## src/rtl/pool_window_2x2_pkg.sv

```systemverilog
// Shared types and constants for the 2x2 max-pool window path.
package pool_window_2x2_pkg;

    typedef enum logic [2:0] {
        IDLE,
        ROW_EVEN,
        ROW_ODD,
        DRAIN,
        FIN
    } pool_state_t;

    localparam int POOL_DW    = 8;
    localparam int POOL_MAX_W = 32;

endpackage

```

## src/rtl/pool_line_buf.sv

```systemverilog
// One-row pixel buffer; reads the even/odd column pair at the current column.
module pool_line_buf #(
    parameter int MAX_W = 32,
    parameter int DW    = 8,
    parameter int AW    = $clog2(MAX_W)
) (
    input  logic          clk,
    input  logic          we,
    input  logic [AW-1:0] addr,
    input  logic [DW-1:0] wdata,
    output logic [DW-1:0] rd_even,
    output logic [DW-1:0] rd_cur
);

    logic [DW-1:0] mem [MAX_W];

    always_ff @(posedge clk) begin
        if (we) begin
            mem[addr] <= wdata;
        end
    end

    assign rd_even = mem[{addr[AW-1:1], 1'b0}];
    assign rd_cur  = mem[addr];

endmodule

```

## src/rtl/pool_window_2x2.sv

```systemverilog
// Streaming stride-2 2x2 window generator feeding the max-pool stage.
module pool_window_2x2
    import pool_window_2x2_pkg::*;
#(
    parameter int MAX_W = POOL_MAX_W,
    parameter int DW    = POOL_DW
) (
    input  logic          clk,
    input  logic          rst_n,
    input  logic          start,
    input  logic [7:0]    cfg_width,
    input  logic [7:0]    cfg_height,
    input  logic          in_valid,
    input  logic [DW-1:0] in_data,
    output logic          in_ready,
    output logic          out_valid,
    input  logic          out_ready,
    output logic [DW-1:0] num1,
    output logic [DW-1:0] num2,
    output logic [DW-1:0] num3,
    output logic [DW-1:0] num4,
    output logic          out_last,
    output logic          busy,
    output logic          done
);

    localparam int AW = $clog2(MAX_W);
    localparam int CW = AW + 1;

    pool_state_t   state;
    logic [CW-1:0] w;
    logic [CW-1:0] col;
    logic [6:0]    hp;
    logic [6:0]    rowp;
    logic [DW-1:0] hold;
    logic [DW-1:0] lb_even;
    logic [DW-1:0] lb_cur;

    logic [7:0]    cw_even;
    logic [CW-1:0] w_eff;
    logic [6:0]    hp_eff;
    logic          acc;
    logic          col_end;
    logic          last_pair;
    logic          out_fire;

    assign cw_even = cfg_width & 8'hFE;
    assign w_eff   = (cw_even > 8'(MAX_W)) ? CW'(MAX_W) : CW'(cw_even);
    assign hp_eff  = 7'(cfg_height >> 1);

    assign busy      = (state != IDLE);
    assign out_fire  = out_valid && out_ready;
    assign in_ready  = ((state == ROW_EVEN) || (state == ROW_ODD))
                     && (!out_valid || out_ready);
    assign acc       = in_valid && in_ready;
    assign col_end   = (col == w - CW'(1));
    assign last_pair = (rowp == hp - 7'd1);

    pool_line_buf #(
        .MAX_W (MAX_W),
        .DW    (DW),
        .AW    (AW)
    ) u_lbuf (
        .clk     (clk),
        .we      (acc && (state == ROW_EVEN)),
        .addr    (col[AW-1:0]),
        .wdata   (in_data),
        .rd_even (lb_even),
        .rd_cur  (lb_cur)
    );

    always_ff @(posedge clk or negedge rst_n) begin
        if (!rst_n) begin
            state     <= IDLE;
            w         <= '0;
            hp        <= '0;
            col       <= '0;
            rowp      <= '0;
            hold      <= '0;
            num1      <= '0;
            num2      <= '0;
            num3      <= '0;
            num4      <= '0;
            out_valid <= 1'b0;
            out_last  <= 1'b0;
            done      <= 1'b0;
        end else begin
            done <= 1'b0;
            if (out_fire) begin
                out_valid <= 1'b0;
                out_last  <= 1'b0;
            end
            unique case (state)
                IDLE: begin
                    if (start) begin
                        w    <= w_eff;
                        hp   <= hp_eff;
                        col  <= '0;
                        rowp <= '0;
                        if ((w_eff == '0) || (hp_eff == '0)) begin
                            state <= FIN;
                            done  <= 1'b1;
                        end else begin
                            state <= ROW_EVEN;
                        end
                    end
                end
                ROW_EVEN: begin
                    if (acc) begin
                        if (col_end) begin
                            col   <= '0;
                            state <= ROW_ODD;
                        end else begin
                            col <= col + CW'(1);
                        end
                    end
                end
                ROW_ODD: begin
                    if (acc) begin
                        // Load overrides the accept-clear above: no bubble.
                        if (!col[0]) begin
                            hold <= in_data;
                        end else begin
                            num1      <= lb_even;
                            num2      <= lb_cur;
                            num3      <= hold;
                            num4      <= in_data;
                            out_valid <= 1'b1;
                            out_last  <= col_end && last_pair;
                        end
                        if (col_end) begin
                            col <= '0;
                            if (last_pair) begin
                                state <= DRAIN;
                            end else begin
                                rowp  <= rowp + 7'd1;
                                state <= ROW_EVEN;
                            end
                        end else begin
                            col <= col + CW'(1);
                        end
                    end
                end
                DRAIN: begin
                    if (out_fire && out_last) begin
                        state <= FIN;
                        done  <= 1'b1;
                    end
                end
                FIN: begin
                    state <= IDLE;
                end
                default: begin
                    state <= IDLE;
                end
            endcase
        end
    end

endmodule

```

## config.mk

```make
export PLATFORM = sky130hd
export DESIGN_NAME = pool_window_2x2
export DESIGN_NICKNAME = d
export VERILOG_FILES = /design/src/rtl/pool_window_2x2_pkg.sv /design/src/rtl/pool_line_buf.sv /design/src/rtl/pool_window_2x2.sv
export SDC_FILE = /design/constraint.sdc
export NUM_CORES = 1
export LEC_CHECK = 0
export CORE_MARGIN = 2
export CORE_UTILIZATION = 50
export CTS_CLUSTER_SIZE = 16
export DETAILED_ROUTE_END_ITERATION = 6
export GPL_ROUTABILITY_DRIVEN = 1
export GPL_TIMING_DRIVEN = 0
export PLACE_DENSITY = 0.68
export SYNTH_ARGS = -nofsm -noshare
export SYNTH_HDL_FRONTEND = slang
export SYNTH_SLANG_ARGS = --single-unit
```

## constraint.sdc

```tcl
create_clock -name clk -period 2.93 [get_ports clk]
set_input_delay 0.586 -clock clk [delete_from_list [all_inputs] [get_ports clk]]
set_output_delay 0.586 -clock clk [all_outputs]
set_load 0.05 [all_outputs]
```

== Yosys cells after proc, flatten, opt, wreduce, memory -nomap -nowiden ==
Memory sizes are Yosys's and may differ from the RTL's. A register that Yosys moved wholly into a read port is not among the register bits.
Cells that the tools add are included.

* Register bits: 56
* Latch bits: 0
* Bits in writable memories: 256
* ROM bits: 0
* Input bits: 29
* Output and inout bits: 37
* Word-level logic and storage cells: 89
* Memories kept: 1

* $add $sub $neg: 4
* Multiply operators: 0
* Div/mod/pow operators: 0
* Order comparisons: 1
* Eq/ne operators: 13
* Shifts and indexed selects: 0
* Muxes and demuxes: 33
* Bitwise logic cells: 1
* Reductions and logical operators: 25

{| class="wikitable"
|+ Memory list
! memory !! depth !! bits a word !! rd ports !! clocked after Yosys merged registers in !! write ports !! line !! source
|-
| u_lbuf.mem || 32 || 8 || 2 || 2 || 1 || pool_line_buf.sv:15 || <nowiki>logic [DW-1:0] mem [MAX_W];</nowiki>
|}

{| class="wikitable"
|+ Operator list
! operator !! number
|-
| $mux W7 || 4
|-
| $mux W6 || 4
|-
| $mux W3 || 7
|-
| $ne A2 B2 Y1 const B || 7
|-
| $pmux W7 S2 || 1
|-
| $mux W1 || 13
|-
| $pmux W3 S4 || 1
|-
| $pmux W6 S2 || 1
|-
| $reduce_and A3 Y1 || 3
|-
| $gt A8 B6 Y1 const B || 1
|-
| $add A7 B1 Y7 const B || 1
|-
| $eq A7 B7 Y1 || 1
|-
| $logic_not A7 Y1 || 1
|-
| $sub A7 B1 Y7 const B || 1
|-
| $add A6 B1 Y6 const B || 1
|-
| $eq A3 B2 Y1 const B || 2
|-
| $eq A6 B6 Y1 || 1
|-
| $logic_and A1 B1 Y1 || 6
|-
| $logic_not A6 Y1 || 1
|-
| $reduce_and A6 Y1 || 1
|-
| $sub A6 B1 Y6 const B || 1
|-
| $reduce_and A5 Y1 || 1
|-
| $reduce_bool A2 Y1 || 2
|-
| $eq A3 B1 Y1 const B || 1
|-
| other kinds (10) || 14
|}

== Logic depth before layout (Yosys ltp) ==
Gate-level depths: netlist of the first run.

* Word-level depth: 7
* Gate-level depth with buffers: 9
* Mapped depth without buffers: 9

== Cells and area by module ==
From an unflattened synthesis of the first run, not the netlist that was laid out.

* Cells, all modules: 973
* Area total of the unflattened synthesis: 14497.7 sq um

{| class="wikitable"
|+ Modules (own cells, without submodules)
! module !! times used !! cells an instance !! area each (sq um) !! sequential area each (sq um)
|-
| pool_line_buf || 1 || 685 || 11129.4 || 7687.4
|-
| pool_window_2x2 || 1 || 288 || 3368.2 || 1776.7
|}

== Worst setup path after synthesis of the first run ==
OpenSTA, ideal clock, no wires.

* Path type: reg2reg
* Start: reg hp[0]
* End: reg rowp[5]
* Library setup time: 0.078 ns
* Data arrival time: 2.083 ns
* Required time: 2.852 ns
* Slack: 0.769 ns
* Stages on the path, launching flop included: 10
* Path buffers: 0
* Clock period less this slack: 2.161 ns
* Cell sequence: dfrtp_1 -> inv_1 -> ha_1 -> or3b_1 -> nor3_1 -> xnor2_1 -> nand4_2 -> a21oi_2 -> or4_1 -> a21oi_1

* Cells in the longest elaborated chain, start to end: 4

{| class="wikitable"
|+ RTL lines
! element !! line !! source
|-
| from (decl) || pool_window_2x2.sv:33 || <nowiki>logic [6:0] hp;</nowiki>
|-
| from (signal assigned) || pool_window_2x2.sv:97 || <nowiki>hp <= hp_eff;</nowiki>
|-
| $sub A7 B1 Y7 || pool_window_2x2.sv:57 || <nowiki>assign last_pair = (rowp == hp - 7'd1);</nowiki>
|-
| $eq A7 B7 Y1 || pool_window_2x2.sv:57 ||
|-
| $ne A2 B2 Y1 (no line) || - ||
|-
| $reduce_and A5 Y1 (no line) || - ||
|-
| to (signal assigned) || pool_window_2x2.sv:136 || <nowiki>rowp <= rowp + 7'd1;</nowiki>
|-
| to (decl) || pool_window_2x2.sv:34 || <nowiki>logic [6:0] rowp;</nowiki>
|}

No other way between the ends.
A chain may end at the register's enable or synchronous reset.

== Final worst setup path of the first run ==
* Start: reg state[1]
* End: mem u_lbuf.mem[28][3], enable pin

* Cells in the longest elaborated chain, start to end: 7
* Elaborated cells on any way between the ends: 8
* Those cells by class: eq/ne: 2; mux: 2; reduce/logical: 4

{| class="wikitable"
|+ RTL lines
! element !! line !! source
|-
| from (decl) || pool_window_2x2.sv:30 || <nowiki>pool_state_t state;</nowiki>
|-
| from (signal assigned) || pool_window_2x2.sv:74 || <nowiki>state <= IDLE;</nowiki>
|-
| from (signal assigned) || pool_window_2x2.sv:101 || <nowiki>state <= FIN;</nowiki>
|-
| from (signal assigned) || pool_window_2x2.sv:104 || <nowiki>state <= ROW_EVEN;</nowiki>
|-
| $eq A3 B1 Y1 / $eq A3 B2 Y1 (equally long branches) || pool_window_2x2.sv:53, pool_window_2x2.sv:65 ||
|-
| $logic_or A1 B1 Y1 || pool_window_2x2.sv:53 || <nowiki>assign in_ready = ((state == ROW_EVEN) || (state == ROW_ODD))</nowiki>
|-
| $logic_and A1 B1 Y1 || pool_window_2x2.sv:54 || <nowiki>&& (!out_valid || out_ready);</nowiki>
|-
| $logic_and A1 B1 Y1 || pool_window_2x2.sv:55 || <nowiki>assign acc = in_valid && in_ready;</nowiki>
|-
| $logic_and A1 B1 Y1 (*) || pool_window_2x2.sv:65 || <nowiki>.we (acc && (state == ROW_EVEN)),</nowiki>
|-
| $mux W1 (*) || pool_line_buf.sv:18 || <nowiki>if (we) begin</nowiki>
|-
| $mux W1 (not written as such) (*) || pool_line_buf.sv:19 || <nowiki>mem[addr] <= wdata;</nowiki>
|-
| to (decl) || pool_line_buf.sv:15 ||
|}

Mark *: on every way between the ends. The rest lies on a longest branch, timed or not.

==> results of run 1 <==
-- worst paths after layout --
check,startpoint,to,slack [ns]
max,state[1],u_lbuf.mem[28][3],0.10
min,rst_n,num4[0],0.48
max reg2reg,state[1],u_lbuf.mem[28][3],0.10
min reg2reg,num2[0],num2[0],0.48
max in group asynchronous,rst_n,num2[4],1.87
min in group clk,num2[0],num2[0],0.48
-- logic make-up after synthesis --
group / after synthesis / share of synthesized area, %
xor gates and xnor gates: 15 / 0.995
adders and majority gates: 7 / 0.663
DFF: 327 / 71.7
muxes: 132 / 10.2
and+or+nand+nor: 190 / 6.97
AOI/OAI and AO/OA: 152 / 7.64
buffers and inverters: 60 / 1.82
-- through the flow --
step	worst slack [ns]	setup TNS, ns	std cells	power, W
floorplan	0.769	0	883	0.00836
detailed placement	-0.192	-25.40	1282	0.00965
global route	-0.0571	-1.01	1347	0.0144
CTS	-0.0282	-0.343	1346	0.0139
finish	0.104	0	1347	0.0139
global placement	-1.40	-111.54	1281	0.00959
-- critical path, stage by stage (launching register included) --
cell and delay (ns):
dfrtp_1 0.45, clkbuf_1 0.23, or3_1 0.44, nor2_1 0.24, nand2_1 0.38, nor2_1 0.71
-- power by group through the flow --
stage / clock (W) / combinational, W / sequential (W)
final: 0.00429 / 0.00386 / 0.00571
after global routing: 0.00452 / 0.00413 / 0.00577
after CTS: 0.00434 / 0.00385 / 0.00572
after detailed placement: 0 / 0.00384 / 0.00581
after global placement: 0 / 0.00379 / 0.00580
after floorplan: 0 / 0.00182 / 0.00654
-- synthesized netlist by cell type (2+ instances only) --
library cell,number,share of area [%]
mux2i_1,107,8.1
or4_1,6,0.34
a21o_1,2,0.11
and2_1,3,0.14
nor3_1,8,0.30
o31ai_1,7,0.40
buf_2,12,0.45
dfrtp_1,71,13
or3_1,5,0.24
o211ai_1,3,0.17
inv_1,13,0.37
nor2_1,53,1.5
xnor2_1,11,0.73
nand3_1,12,0.45
nand2_1,59,1.7
buf_1,2,0.057
a22oi_1,6,0.34
a221oi_1,10,0.66
nor2b_1,9,0.43
mux2_2,25,2.1
nor4_1,12,0.57
clkbuf_1,33,0.94
o22ai_1,47,2.2
or2_2,4,0.19
edfxtp_1,256,58
o21ai_1,2,0.076
a2111oi_0,6,0.40
nand4_1,2,0.095
o22a_1,7,0.46
a21oi_1,9,0.34
ha_1,7,0.66
nand2b_1,10,0.47
a22o_1,7,0.46
xor2_1,4,0.27
o21ai_0,39,1.5
-- sequential cells by signal, summed over array words and instances, names as in the netlist --
register / count
out_last: 1
num2: 8
hold: 8
state: 3
done: 1
num1: 8
num3: 8
w: 5
out_valid: 1
num4: 8
hp: 7
col: 6
u_lbuf.mem: 256
rowp: 7
-- metal layers --
layer / share of wire, % / up-vias
li1: - / 3609
met1: 43 / 3918
met2: 47 / 306
met3: 6.9 / 53
met4: 2.5 / 2
met5: 0.042 / -
-- repair_timing --
item,in CTS,in global routing
endpoints found under the setup margin,27,159
hold endpoints to repair,10,0
resized for setup,5,23
hold buffers,1,0
-- layout make-up --
cell class,count,area [sq um],area share (%)
buffer,47,201,1.30
sequential,327,9460,61.2
clock buffer,46,978,6.33
tap,335,419,2.71
clock inverter,17,144,0.931
timing repair buffer,66,667,4.31
multi-input combinational,496,3540,22.9
inverter,13,48.8,0.316
==> summary.md, run 1 <==
| Metric | Value |
|---|---|
| Clock power frac | `30.9%` |
| Worst path required time | `between 3 and 4 ns` |
| Syn_nets | `919` |
| CP Class | `reg -> reg` |
| Psw | `0.00451 W` |
| FP Rows | `59` |
| Final GP Congestion | `0.862` |
| Slew margin rel. | `8.18%` |
| Distinct cells, synth | `around 50` |
| Global routing's busiest layer | `met2` |
| Initial Util | `between 50% and 60%` |
| Comb pwr share | `27.8%` |
| Worst min-delay path category | `in -> async` |
| Largest net degree at the start of global routing | `62` |
| Area after DPL | `~14000 sq um` |
| Commonest non-fill, non-tap cell in the layout | `edfxtp_1` |
| DRT iter0 DRCs | `between 700 and 800` |
| Clock Tree Buf Depth | `3` |
| Die height | `167 um` |
| Commonest non-fill, non-tap cells in the layout | `edfxtp_1, mux2i_1, dfrtp_1` |
| Clk Tree Root Cell | `clkbuf_16` |
| Internal power | `0.00935 W` |
| Max rail drop VDD | `0.730 mV` |
| Antenna Cells | `0` |
| GRT overflow | `0` |
| Clock transition at the registers of the reported paths | `0.06 ns` |
| DRC | `0` |
| Die X | `roughly 170 um` |
| Status | `finished, final reports clean` |
| All-Layer GR Usage | `between 20 and 25%` |
| Critical path peak fanout | `10` |
| Clock Skew | `~0.018 ns` |
| Area of the die | `between 20000 and 30000 sq um` |
| Average routed wire per standard cell | `23.2 um` |
| Setup Viol. Count Final | `0` |
| Grt met2 use | `36.0%` |
| Post-detail-place hpwl | `20400 um` |
| Max Clock Freq | `354 MHz` |
| Synth warnings | `0` |
| CTS tree | `yes` |
| Worst hold slack | `0.476 ns` |
| Synth Cell Area | `13200 sq um` |
| EDFF count, synth | `256` |
| Final core utilization | `approximately three fifths` |
| Worst setup SP type | `flop` |
| Met3 usage | `around 4.4%` |
| Post-Route WL | `31300 um` |
| Post-DRT Antenna Nets | `0` |
| Number of global-route vias before repair | `about 7600` |
| Leak | `about 5.3 nW` |
| Via/cell ratio | `a little under 6` |
| Mapped Avg Cell Area | `roughly 15 sq um` |
| Fill cells | `2003` |
| First-pass detailed-route iteration total | `5` |
| Crit end category | `flop` |
| Fraction of layout cells with a size suffix above 1 | `12.5%` |
| Port-buffer cells | `63` |
| Worst R2R Path Depth | `5` |
| Max-cap violation count | `0` |
| Tcrit/Tclk final | `96.4%` |
| Worst Tran Pin Value | `1.37 ns` |
| Switching share of power | `32.5%` |
| Syn-to-layout area delta | `17.1%` |
| Power per cell area | `~900 nW/um^2` |
| Final Cell Area | `15500 sq um` |
| I/O Pins | `66` |
| Final Hold Fails | `0` |
| Synth Register Bits | `327` |
| Crit path arrival time | `just under 3 ns` |
| First-pass GRT wire length | `46600 um` |
| Total core area | `26000 sq um` |
| Synth Instances | `883` |
| H-tree depth | `2` |
| Vias post-DR | `7888` |
| CTS buffer count | `35` |
| Primary FF master, synth | `edfxtp_1` |
| Ys async rst share | `21.7%` |
| Seq/Total Area, Yosys | `between 70% and 80%` |
| RSZ-0062 raised after global routing | `yes` |
| Clock latency on the worst-skew pair | `roughly 0.53 ns` |
| Net count, final | `1022` |
| Slew Limit Fails | `0` |
| Clock sinks | `327` |
| Setup bufs post-CTS | `0` |
| Initial antenna violation count | `2` |
| Crit path time final | `2.83 ns` |
| Sequential Power Share | `41.2%` |
| Met1 Usage GRT | `31.1%` |
Power figures use the tool's default switching activity.
==> inputs of run 2 (changes only) <==
==> constraint.sdc (replaced) <==
create_clock -name clk -period 2.6 [get_ports clk]
set_input_delay 0.52 -clock clk [delete_from_list [all_inputs] [get_ports clk]]
set_output_delay 0.52 -clock clk [all_outputs]
set_load 0.05 [all_outputs]
==> summary.md, run 2 (same netlist as run 1, synthesis figures left out) <==
| Metric | Value |
|---|---|
| Largest register by flop count | `u_lbuf.mem` |
| Slew Limit Fails | `0 (unchanged)` |
| Tcrit/Tclk final | `99.9% (+3.4 points)` |
| Crit-path cells | `clkbuf_1 > or3_1 > nor2_1 > nand2_2 > nor2_4` |
| Power per cell area | `1000 nW/um^2 (+12%)` |
| Clock latency on the worst-skew pair | `0.52 ns (about the same)` |
| Stages on worst setup path | `5 (unchanged)` |
| Final Hold Fails | `0 (unchanged)` |
| Crit end category | `flop` |
| Max Clock Freq | `385 MHz (+8.8%)` |
| Largest net degree at the start of global routing | `62 (unchanged)` |
| CP endpoint | `u_lbuf.mem[8][7]` |
| Clock Skew | `0.0158 ns (-0.00238 ns)` |
| Initial antenna violation count | `2 (unchanged)` |
| Leak | `5.35 nW (+0.51%)` |
| Met2 wire length | `14900 um (+0.36%)` |
| Worst path required time | `2.79 ns (-0.29 ns)` |
| Flop-to-flop setup slack | `0.003 ns (-0.10 ns)` |
| Port-buffer cells | `63 (unchanged)` |
| FF-to-FF Start | `state[1]` |
| Die X | `167 um (unchanged)` |
| Worst setup SP type | `flop` |
| Post-detail-place hpwl | `20400 um (unchanged)` |
| Post-DRT Antenna Nets | `0 (unchanged)` |
| Net count, final | `1019 (-0.29%)` |
| RSZ-0062 raised after global routing | `yes` |
| Crit-path max cell delay | `0.44 ns (-0.27 ns)` |
| Clk Tree Root Cell | `clkbuf_16` |
| CP top delay family | `simple AND/OR/NAND/NOR gates` |
| CTS buffer count | `35 (unchanged)` |
| Commonest non-fill, non-tap cells in the layout | `edfxtp_1, mux2i_1, dfrtp_1` |
| Worst min-delay path category | `in -> async` |
| Worst R2R Path Depth | `5 (unchanged)` |
| FP Rows | `59 (unchanged)` |
| Vias post-DR | `7874 (-0.18%)` |
| DRT iter0 DRCs | `678 (-9.4%)` |
| First-pass GRT wire length | `46900 um (+0.59%)` |
| Worst Tran Pin Value | `1.35 ns (-0.0276 ns)` |
| Total core area | `26000 sq um (unchanged)` |
| Crit Reg-Reg Endpoint | `u_lbuf.mem[8][7]` |
| DRT met1 WL | `13500 um (-0.19%)` |
| Max rail drop VDD | `0.803 mV (+10%)` |
| Antenna Cells | `0 (unchanged)` |
| CP bufs+invs | `1 (unchanged)` |
| Fill cells | `1974 (-1.4%)` |
| Setup bufs post-CTS | `0 (unchanged)` |
| Worst hold slack | `0.418 ns (-0.0586 ns)` |
| Status | `finished, final reports clean` |
| DRC | `0 (unchanged)` |
| Critical path peak fanout | `10 (unchanged)` |
| Post-Route WL | `31500 um (+0.48%)` |
| Crit path from | `state[1]` |
| Crit path time final | `2.60 ns (-0.229 ns)` |
| Total power | `0.0158 W (+14%)` |
| H-tree depth | `2 (unchanged)` |
| Initial Util | `50.8% (unchanged)` |
| Final GP Congestion | `0.862 (unchanged)` |
| Slew margin rel. | `10.0% (+1.8 points)` |
| Via/cell ratio | `5.86 (about the same)` |
| First-pass detailed-route iteration total | `5 (unchanged)` |
| Top layer in use | `met5` |
| Commonest non-fill, non-tap cell in the layout | `edfxtp_1` |
| WL met3 | `2170 um (-0.46%)` |
| Worst path slowest cell | `dfrtp_1` |
| Max-cap violation count | `0 (unchanged)` |
| Fraction of layout cells with a size suffix above 1 | `16.3% (+3.7 points)` |
| Max reg flops | `256 (unchanged)` |
| Average routed wire per standard cell | `23.4 um (+0.70%)` |
| All-Layer GR Usage | `22.4% (+0.10 points)` |
| Clock Tree Buf Depth | `3 (unchanged)` |
| Clock sinks | `327 (unchanged)` |
| Number of global-route vias before repair | `7640 (+0.41%)` |
| Area of the die | `27700 sq um (unchanged)` |
| Setup Viol. Count Final | `0 (unchanged)` |
| I/O Pins | `66 (unchanged)` |
| Crit path arrival time | `2.79 ns (-0.19 ns)` |
| CTS tree | `yes` |
| CP Class | `reg -> reg` |
| Clock transition at the registers of the reported paths | `0.06 ns (about the same)` |
| Die height | `167 um (unchanged)` |
| Syn-to-layout area delta | `19.1%` |
| GRT overflow | `0 (unchanged)` |
[run 2: cell types whose count changed in the layout (fill, tap and decap cells not counted), moves of 4 or more]
cell / change
nor2_2: -12
buf_2: -6
nor2_1: -20
nand2_2: +5
clkbuf_1: -8
clkbuf_4: +6
buf_4: +4
nand2_1: -5
nor2_4: +32
[run 2: where the power goes]
group	internal [W]	leakage, nW	switching (W)
clock network	0.00286	0.558	0.00198
logic	0.00161	1.59	0.00289
registers	0.00613	3.20	0.000307
total	0.0106	5.35	0.00518
[run 2: routing by layer]
metal | track usage, % | up-vias
met5 | 0 | -
met4 | 7.16 | 2
met3 | 4.54 | 58
met2 | 35.9 | 296
met1 | 31.3 | 3909
li1 | - | 3609
[run 2: how the worst min path moves through the flow]
stage / startpoint / end / slack, ns / cells after the start
3_5_place_dp: rst_n / num4[0] / 0.39 / 1
2_1_floorplan: rst_n / col[0] / 0.22 / 0
6_report: rst_n / num4[0] / 0.42 / 2
3_3_place_gp: num2[1] / num2[1] / 0.46 / 2
4_1_cts: rst_n / num4[0] / 0.37 / 2
5_1_grt: rst_n / num4[0] / 0.42 / 2
[run 2: repair_timing]
action	4_1_cts	5_1_grt
hold endpoints to repair	10	0
hold buffers	1	0
cloned	0	0
resized for setup	38	78
setup endpoints to repair	275	265
[run 2: area by class of cell]
cell class	count	area (sq um)	share of cell area [%]
timing repair buffer	65	636	4.04
clock inverter	17	144	0.915
tap	335	419	2.67
buffer	45	226	1.44
sequential	327	9460	60.2
multi-input combinational	496	3810	24.2
inverter	13	48.8	0.310
clock buffer	46	978	6.22
[run 2: through the flow]
step                      utilization, %  setup TNS, ns  std cells  setup WS, ns  area [sq um]
final                               60.5              0       1344       0.00316         15700
after global routing                60.5         -19.72       1344        -0.128         15700
after CTS                           59.6         -20.87       1345        -0.205         15500
after detailed placement            54.9         -98.03       1282        -0.456         14300
after global placement              54.9        -200.50       1281         -1.66         14300
after floorplan                        -              0        883         0.439         13200
[run 2: worst reg2reg max path: cells and delay by family, from the launching register on]
family	cells	cell delay, ns
and+or+nand+nor	4	1.61
buffers and inverters	1	0.23
DFF	1	0.44
